**config.mk**
```make
export PLATFORM = sky130hd
export DESIGN_NAME = alu_sequencer
export DESIGN_NICKNAME = d
export VERILOG_FILES = /design/src/rtl/alu_sequencer.sv
export SDC_FILE = /design/constraint.sdc
export NUM_CORES = 1
export LEC_CHECK = 0
export CAP_MARGIN = 20
export CORE_MARGIN = 2
export CORE_UTILIZATION = 63
export CTS_CLUSTER_DIAMETER = 60
export DETAILED_ROUTE_END_ITERATION = 7
export DONT_BUFFER_PORTS = 1
export PLACE_DENSITY_LB_ADDON = 0.1
export SYNTH_ARGS = -nofsm -noshare
export SYNTH_HDL_FRONTEND = slang
export SYNTH_SLANG_ARGS = --single-unit
```
**constraint.sdc**
```tcl
create_clock -name clk -period 2.89 [get_ports clk]
set_input_delay 0.578 -clock clk [delete_from_list [all_inputs] [get_ports clk]]
set_output_delay 0.578 -clock clk [all_outputs]
set_load 0.005 [all_outputs]
```
**src/rtl/alu_sequencer.sv**
```systemverilog
// alu_sequencer
//   Command-level controller wrapped around an external combinational 8-bit ALU.
//   Accepts ADC/SBC/AND/ORA/EOR/ASL/CMP/NOP commands over valid/ready, drives the
//   ALU one-hot op and operands, iterates the shifter for multi-bit ASL, derives
//   N/Z/C/V, owns the status flag register and returns result + flags over
//   valid/ready.
//
//   Optional feature macro: ALU_SEQ_CMD_COUNT_EN
//     adds cmd_count[15:0], a wrapping count of completed response transfers.
//
// Ports
//   clk, rst_n                      clock (rising edge), async active-low reset
//   cmd_valid/cmd_ready             command handshake (ready only while idle)
//   cmd_op, cmd_a, cmd_b, cmd_shamt command fields
//   flags_wr, flags_wr_data         direct flag load {N,V,Z,C}, honoured when idle
//   alu_a, alu_b, alu_op,
//   alu_carry_in                    ALU drive (alu_b already inverted for SBC/CMP)
//   alu_result, alu_carry_out       ALU return
//   rsp_valid/rsp_ready, rsp_data   response handshake and result
//   flag_n/v/z/c                    current status flags
module alu_sequencer #(
  parameter int MAX_SHIFT = 7
) (
  input  logic       clk,
  input  logic       rst_n,
  input  logic       cmd_valid,
  output logic       cmd_ready,
  input  logic [2:0] cmd_op,
  input  logic [7:0] cmd_a,
  input  logic [7:0] cmd_b,
  input  logic [2:0] cmd_shamt,
  input  logic       flags_wr,
  input  logic [3:0] flags_wr_data,
  output logic [7:0] alu_a,
  output logic [7:0] alu_b,
  output logic [4:0] alu_op,
  output logic       alu_carry_in,
  input  logic [7:0] alu_result,
  input  logic       alu_carry_out,
  output logic       rsp_valid,
  input  logic       rsp_ready,
  output logic [7:0] rsp_data,
  output logic       flag_n,
  output logic       flag_v,
  output logic       flag_z,
  output logic       flag_c
`ifdef ALU_SEQ_CMD_COUNT_EN
  ,
  output logic [15:0] cmd_count
`endif
);

  localparam logic [2:0] OP_ADC = 3'd0;
  localparam logic [2:0] OP_SBC = 3'd1;
  localparam logic [2:0] OP_AND = 3'd2;
  localparam logic [2:0] OP_ORA = 3'd3;
  localparam logic [2:0] OP_EOR = 3'd4;
  localparam logic [2:0] OP_ASL = 3'd5;
  localparam logic [2:0] OP_CMP = 3'd6;

  localparam logic [4:0] ALU_SUM = 5'b10000;
  localparam logic [4:0] ALU_AND = 5'b01000;
  localparam logic [4:0] ALU_OR  = 5'b00100;
  localparam logic [4:0] ALU_EOR = 5'b00010;
  localparam logic [4:0] ALU_SR  = 5'b00001;

  localparam logic [2:0] MAX_SH = 3'(MAX_SHIFT);

  typedef enum logic [1:0] {IDLE, EXEC, DONE} state_t;

  typedef struct packed {
    logic n;
    logic v;
    logic z;
    logic c;
  } flags_t;

  state_t     state_q, state_d;
  logic [2:0] op_q,    op_d;
  logic [7:0] a_q,     a_d;     // original A, returned by CMP/NOP
  logic [7:0] wrk_q,   wrk_d;   // ALU A operand; carries the running ASL value
  logic [7:0] b_q,     b_d;     // effective B (inverted for SBC/CMP)
  logic       cin_q,   cin_d;
  logic [2:0] cnt_q,   cnt_d;   // ASL iterations remaining including current
  logic [7:0] rsp_q,   rsp_d;
  flags_t     flg_q,   flg_d;

  flags_t     flg_in;
  logic [2:0] shamt_c;
  logic       sum_v;
  logic       res_z;

  // A coincident flag write is visible to the command's carry-in.
  assign flg_in  = flags_wr ? flags_t'(flags_wr_data) : flg_q;
  assign shamt_c = (cmd_shamt == 3'd0)   ? 3'd1   :
                   (cmd_shamt > MAX_SH)  ? MAX_SH : cmd_shamt;
  // ALU has no overflow output; derive it from operand/result signs.
  assign sum_v   = (a_q[7] == b_q[7]) && (alu_result[7] != a_q[7]);
  assign res_z   = (alu_result == 8'h00);

  always_comb begin
    state_d = state_q;
    op_d    = op_q;
    a_d     = a_q;
    wrk_d   = wrk_q;
    b_d     = b_q;
    cin_d   = cin_q;
    cnt_d   = cnt_q;
    rsp_d   = rsp_q;
    flg_d   = flg_q;
    alu_op  = 5'b00000;

    case (state_q)
      IDLE: begin
        if (flags_wr) flg_d = flags_t'(flags_wr_data);
        if (cmd_valid) begin
          state_d = EXEC;
          op_d    = cmd_op;
          a_d     = cmd_a;
          wrk_d   = cmd_a;
          cnt_d   = shamt_c;
          case (cmd_op)
            OP_ADC:                 begin b_d = cmd_b;  cin_d = flg_in.c; end
            OP_SBC:                 begin b_d = ~cmd_b; cin_d = flg_in.c; end
            OP_CMP:                 begin b_d = ~cmd_b; cin_d = 1'b1;     end
            OP_AND, OP_ORA, OP_EOR: begin b_d = cmd_b;  cin_d = 1'b0;     end
            default:                begin b_d = 8'h00;  cin_d = 1'b0;     end
          endcase
        end
      end

      EXEC: begin
        state_d = DONE;
        case (op_q)
          OP_ADC, OP_SBC: begin
            alu_op = ALU_SUM;
            rsp_d  = alu_result;
            flg_d  = '{n: alu_result[7], v: sum_v, z: res_z, c: alu_carry_out};
          end
          OP_CMP: begin
            alu_op  = ALU_SUM;
            rsp_d   = a_q;
            flg_d.n = alu_result[7];
            flg_d.z = res_z;
            flg_d.c = alu_carry_out;
          end
          OP_AND, OP_ORA, OP_EOR: begin
            alu_op  = (op_q == OP_AND) ? ALU_AND :
                      (op_q == OP_ORA) ? ALU_OR  : ALU_EOR;
            rsp_d   = alu_result;
            flg_d.n = alu_result[7];
            flg_d.z = res_z;
          end
          OP_ASL: begin
            alu_op = ALU_SR;
            if (cnt_q > 3'd1) begin
              // Not the last step: recirculate and stay in EXEC.
              state_d = EXEC;
              wrk_d   = alu_result;
              cnt_d   = cnt_q - 3'd1;
            end else begin
              rsp_d   = alu_result;
              flg_d.n = alu_result[7];
              flg_d.z = res_z;
              flg_d.c = wrk_q[7];   // bit shifted out by the final step
            end
          end
          default: rsp_d = a_q;     // NOP
        endcase
      end

      DONE: if (rsp_ready) state_d = IDLE;

      default: state_d = IDLE;
    endcase
  end

  always_ff @(posedge clk or negedge rst_n) begin
    if (!rst_n) begin
      state_q <= IDLE;
      op_q    <= 3'd0;
      a_q     <= 8'h00;
      wrk_q   <= 8'h00;
      b_q     <= 8'h00;
      cin_q   <= 1'b0;
      cnt_q   <= 3'd0;
      rsp_q   <= 8'h00;
      flg_q   <= '0;
    end else begin
      state_q <= state_d;
      op_q    <= op_d;
      a_q     <= a_d;
      wrk_q   <= wrk_d;
      b_q     <= b_d;
      cin_q   <= cin_d;
      cnt_q   <= cnt_d;
      rsp_q   <= rsp_d;
      flg_q   <= flg_d;
    end
  end

  assign cmd_ready    = (state_q == IDLE);
  assign rsp_valid    = (state_q == DONE);
  assign rsp_data     = rsp_q;
  assign alu_a        = wrk_q;
  assign alu_b        = b_q;
  assign alu_carry_in = cin_q;
  assign flag_n       = flg_q.n;
  assign flag_v       = flg_q.v;
  assign flag_z       = flg_q.z;
  assign flag_c       = flg_q.c;

`ifdef ALU_SEQ_CMD_COUNT_EN
  logic [15:0] cnt_rsp_q;

  always_ff @(posedge clk or negedge rst_n) begin
    if (!rst_n)                      cnt_rsp_q <= 16'h0000;
    else if (rsp_valid && rsp_ready) cnt_rsp_q <= cnt_rsp_q + 16'h0001;
  end

  assign cmd_count = cnt_rsp_q;
`endif

endmodule

```
==> metrics.txt <==
result of the run=completed; busiest metal layer after global routing=met2; number of enable flip-flop cells after synthesis=0; cell internal pwr=1.67 mW; core area=0.00394 sq mm; unrepaired setup endpoints after global routing=no; Worst Clk Skew=0.00800 ns; most used cells in the layout excluding fill and tap cells=sky130_fd_sc_hd__dfrtp_1 (45), sky130_fd_sc_hd__nand2_1 (36), sky130_fd_sc_hd__mux2_2 (31); final HPWL from detailed placement=4.04 mm; fraction of synthesized area in multiplexers=0.221; xor/xnor share of the synthesized area=0; total CTS buffers=5; type of the worst setup path=flip-flop to output pin; count of H-tree levels built during CTS=2; initial standard-cell utilization of the core=0.644; Max stage delay cell, worst path=sky130_fd_sc_hd__dfrtp_1; largest net degree at the start of global routing=46; met1 GRT Util=0.330; drt via density=6.12; leakage power summed over all cells=1.17 nW; worst slew slack as a fraction of its limit=0.655; switching share of power=0.377; antenna viol nets, final=0; clock tree root buffer cell=sky130_fd_sc_hd__clkbuf_8; share of synthesized registers carrying an async set or reset=1.00; min Tclk post-route=2.11 ns; average detailed-routed wire length per instance=18.9 um; Post-Synth Adder-Cell Area=0.00985; number of slew-limit violations in the final report=0; DRT Pass-1 Iters=4; Antenna diodes=0; DRC violation total after the first TritonRoute iteration=101; largest area contributor in the synthesized netlist=sky130_fd_sc_hd__dfrtp_1; vias post-DR=1776; worst reg-to-reg setup slack=0.90 ns; fraction of the mapped netlist area in compound gates=0.119; Sw Pwr=1.01 mW; kind of end point of the critical path=output pin; fraction of synthesized cell area taken by the top area cell type=0.443; biggest fanout along the worst timing path=12; Slowest Stage Delay on Critical Path=0.54 ns; IO Pins=76; Synthesis Warnings=0; reported max-cap violation count=0; Fmax=0.474 GHz; number of flip-flops and latches in the synthesized netlist=45; GR met2 Demand/Resource=0.433; area enclosed by the die boundary=0.00456 sq mm; proportion of power drawn by the clock network=0.143; remaining routing DRC violations=0; proportion of layout cells with a drive suffix above 1=0.238; post-detailed-routing wire length=5.48 mm; top cells by area, synth=sky130_fd_sc_hd__dfrtp_1 (44%), sky130_fd_sc_hd__mux2_2 (14%), sky130_fd_sc_hd__nand2_1 (5.3%); overall die width=67.5 um; sequential fraction of design power=0.467; worst voltage drop across the vdd grid=0.539 mV; Avg Inst Size Synth=10.4 sq um; dominant combinational cell family by area after synthesis=multiplexers; Critical Path RT=2.31 ns; CTS tree=built; synthesized net count=287; leftover overflow at the end of global routing=0; y dimension of the die=67.5 um; power share of the combinational group=0.391; routability congestion estimate from global placement=0.858; global router's overall resource usage=0.267; post-route fraction of the period consumed by the critical path=0.730; worst hold path class=input pin to asynchronous set/reset pin; count of buffers from port buffering=0; launch point of the worst reg-to-reg path=state_q[0]; clk buf depth=2; type of element launching the critical path=flip-flop; worst skew pair latency=0.30 ns; Final Hold Fails=0; initial antenna violation count=0; setup TNS=0 ns; via count of the first global-routing pass=1848; global-route wire length before repair=8.99 mm; minimum hold slack=0.105 ns; pwr dens=1010 mW/mm^2; number of distinct standard cells referenced by the synthesized netlist=38; area growth from synthesis to layout=4.24%; Total Power Consumption=2.68 mW; RR Endpoint=alu_a[0]; synthesized cell area=0.00254 sq mm; cells along the critical path=nand2b_1 > nor4b_1; Synth Instances=245; count of cells along the worst register-to-register path=5; post-synthesis simple-gate area fraction=0.162; number of sinks on the clock net=45; CTS clock-pin slew for the worst setup and hold paths=0.09 ns; most common library cell in the layout ignoring fill and taps=sky130_fd_sc_hd__dfrtp_1; predominant post-synthesis flop cell=sky130_fd_sc_hd__dfrtp_1; met3 capacity usage during global routing=0.100; Worst Path Arrival=1.53 ns; Tightest Pin Transition=0.517 ns; proportion of synthesized chip area in sequential cells=0.443; number of failing setup endpoints in the final timing report=0; number of fill cells=290; cts repair resizes=0; Site Rows=23; number of nets in the layout=281
==> power groups by stage <==
stage / combinational (mW) / clock (mW) / sequential (mW)
floorplan: 0.956 / 0 / 1.14
detailed placement: 1.04 / 0 / 1.27
global placement: 0.988 / 0 / 1.24
finish: 1.05 / 0.383 / 1.25
CTS: 1.06 / 0.392 / 1.26
global route: 1.16 / 0.424 / 1.30
==> repair_timing <==
action | CTS | global route
setup buffers | 0 | 0
hold endpoints to repair | 45 | 0
endpoints found under the setup margin | 0 | 0
hold buffers | 1 | 0
==> final cells by class <==
| class | count | area, sq um | area share |
|---|---|---|---|
| well taps | 50 | 62.6 | 0.0236 |
| flip-flops and latches | 45 | 1130 | 0.425 |
| clock buffers | 6 | 72.6 | 0.0274 |
| multi-input cells | 177 | 1300 | 0.491 |
| repair buffers | 4 | 50.0 | 0.0189 |
| clock inverters | 2 | 15.0 | 0.00567 |
| inverters | 6 | 22.5 | 0.00851 |
==> layer usage <==
| metal | part of all wire | vias up |
|---|---|---|
| met1 | 0.40 | 860 |
| li1 | - | 840 |
| met5 | 0 | - |
| met3 | 0.096 | 8 |
| met2 | 0.48 | 68 |
| met4 | 0.018 | 0 |
==> flip-flops by register name, summed over array words and instances, names as in the netlist <==
| register | cells |
|---|---|
| flag_v | 1 |
| alu_a | 8 |
| flag_c | 1 |
| flag_z | 1 |
| alu_b | 8 |
| flag_n | 1 |
| rsp_data | 8 |
| alu_carry_in | 1 |
| state_q | 2 |
| a_q | 8 |
| cnt_q | 3 |
| op_q | 3 |
==> stage by stage <==
step | util | std cells | cell area [sq um] | setup WS (ns)
after floorplan | - | 245 | 2540 | 1.11
after global placement | 0.642 | 281 | 2530 | 0.978
after detailed placement | 0.642 | 281 | 2530 | 0.916
after CTS | 0.672 | 290 | 2650 | 0.755
after global routing | 0.672 | 290 | 2650 | 0.700
final | 0.672 | 290 | 2650 | 0.779
==> cell usage after synthesis, drive strengths merged, types with 5 or more instances <==
cell and number:
o211ai 8, mux2 38, mux2i 11, clkbuf 8, a21oi 8, nor2 11
dfrtp 45, o21ai 20, buf 9, nand3 5, nand2b 13, inv 6
nand2 38
==> worst max path at each step <==
stage               start   endpoint  slack, ns  cells past startpoint
2_1_floorplan  state_q[1]  alu_op[1]       1.11                      4
3_3_place_gp   state_q[0]   alu_a[0]       0.98                      5
3_5_place_dp   state_q[0]   alu_a[0]       0.92                      5
4_1_cts        state_q[0]  alu_op[1]       0.76                      2
5_1_grt        state_q[0]  alu_op[1]       0.70                      2
6_report       state_q[0]  alu_op[1]       0.78                      2
==> worst max-delay path: cells and delay by family (launching register included) <==
kind             cells  cell delay (ns)
DFF                  1             0.54
and+or+nand+nor      2             0.69
==> cells by family after synthesis <==
group / after synthesis
compound gates: 46
fa+ha+maj: 2
buf+inv: 23
flops: 45
mux: 49
simple gates: 80
(Power assumes the default switching activity.)
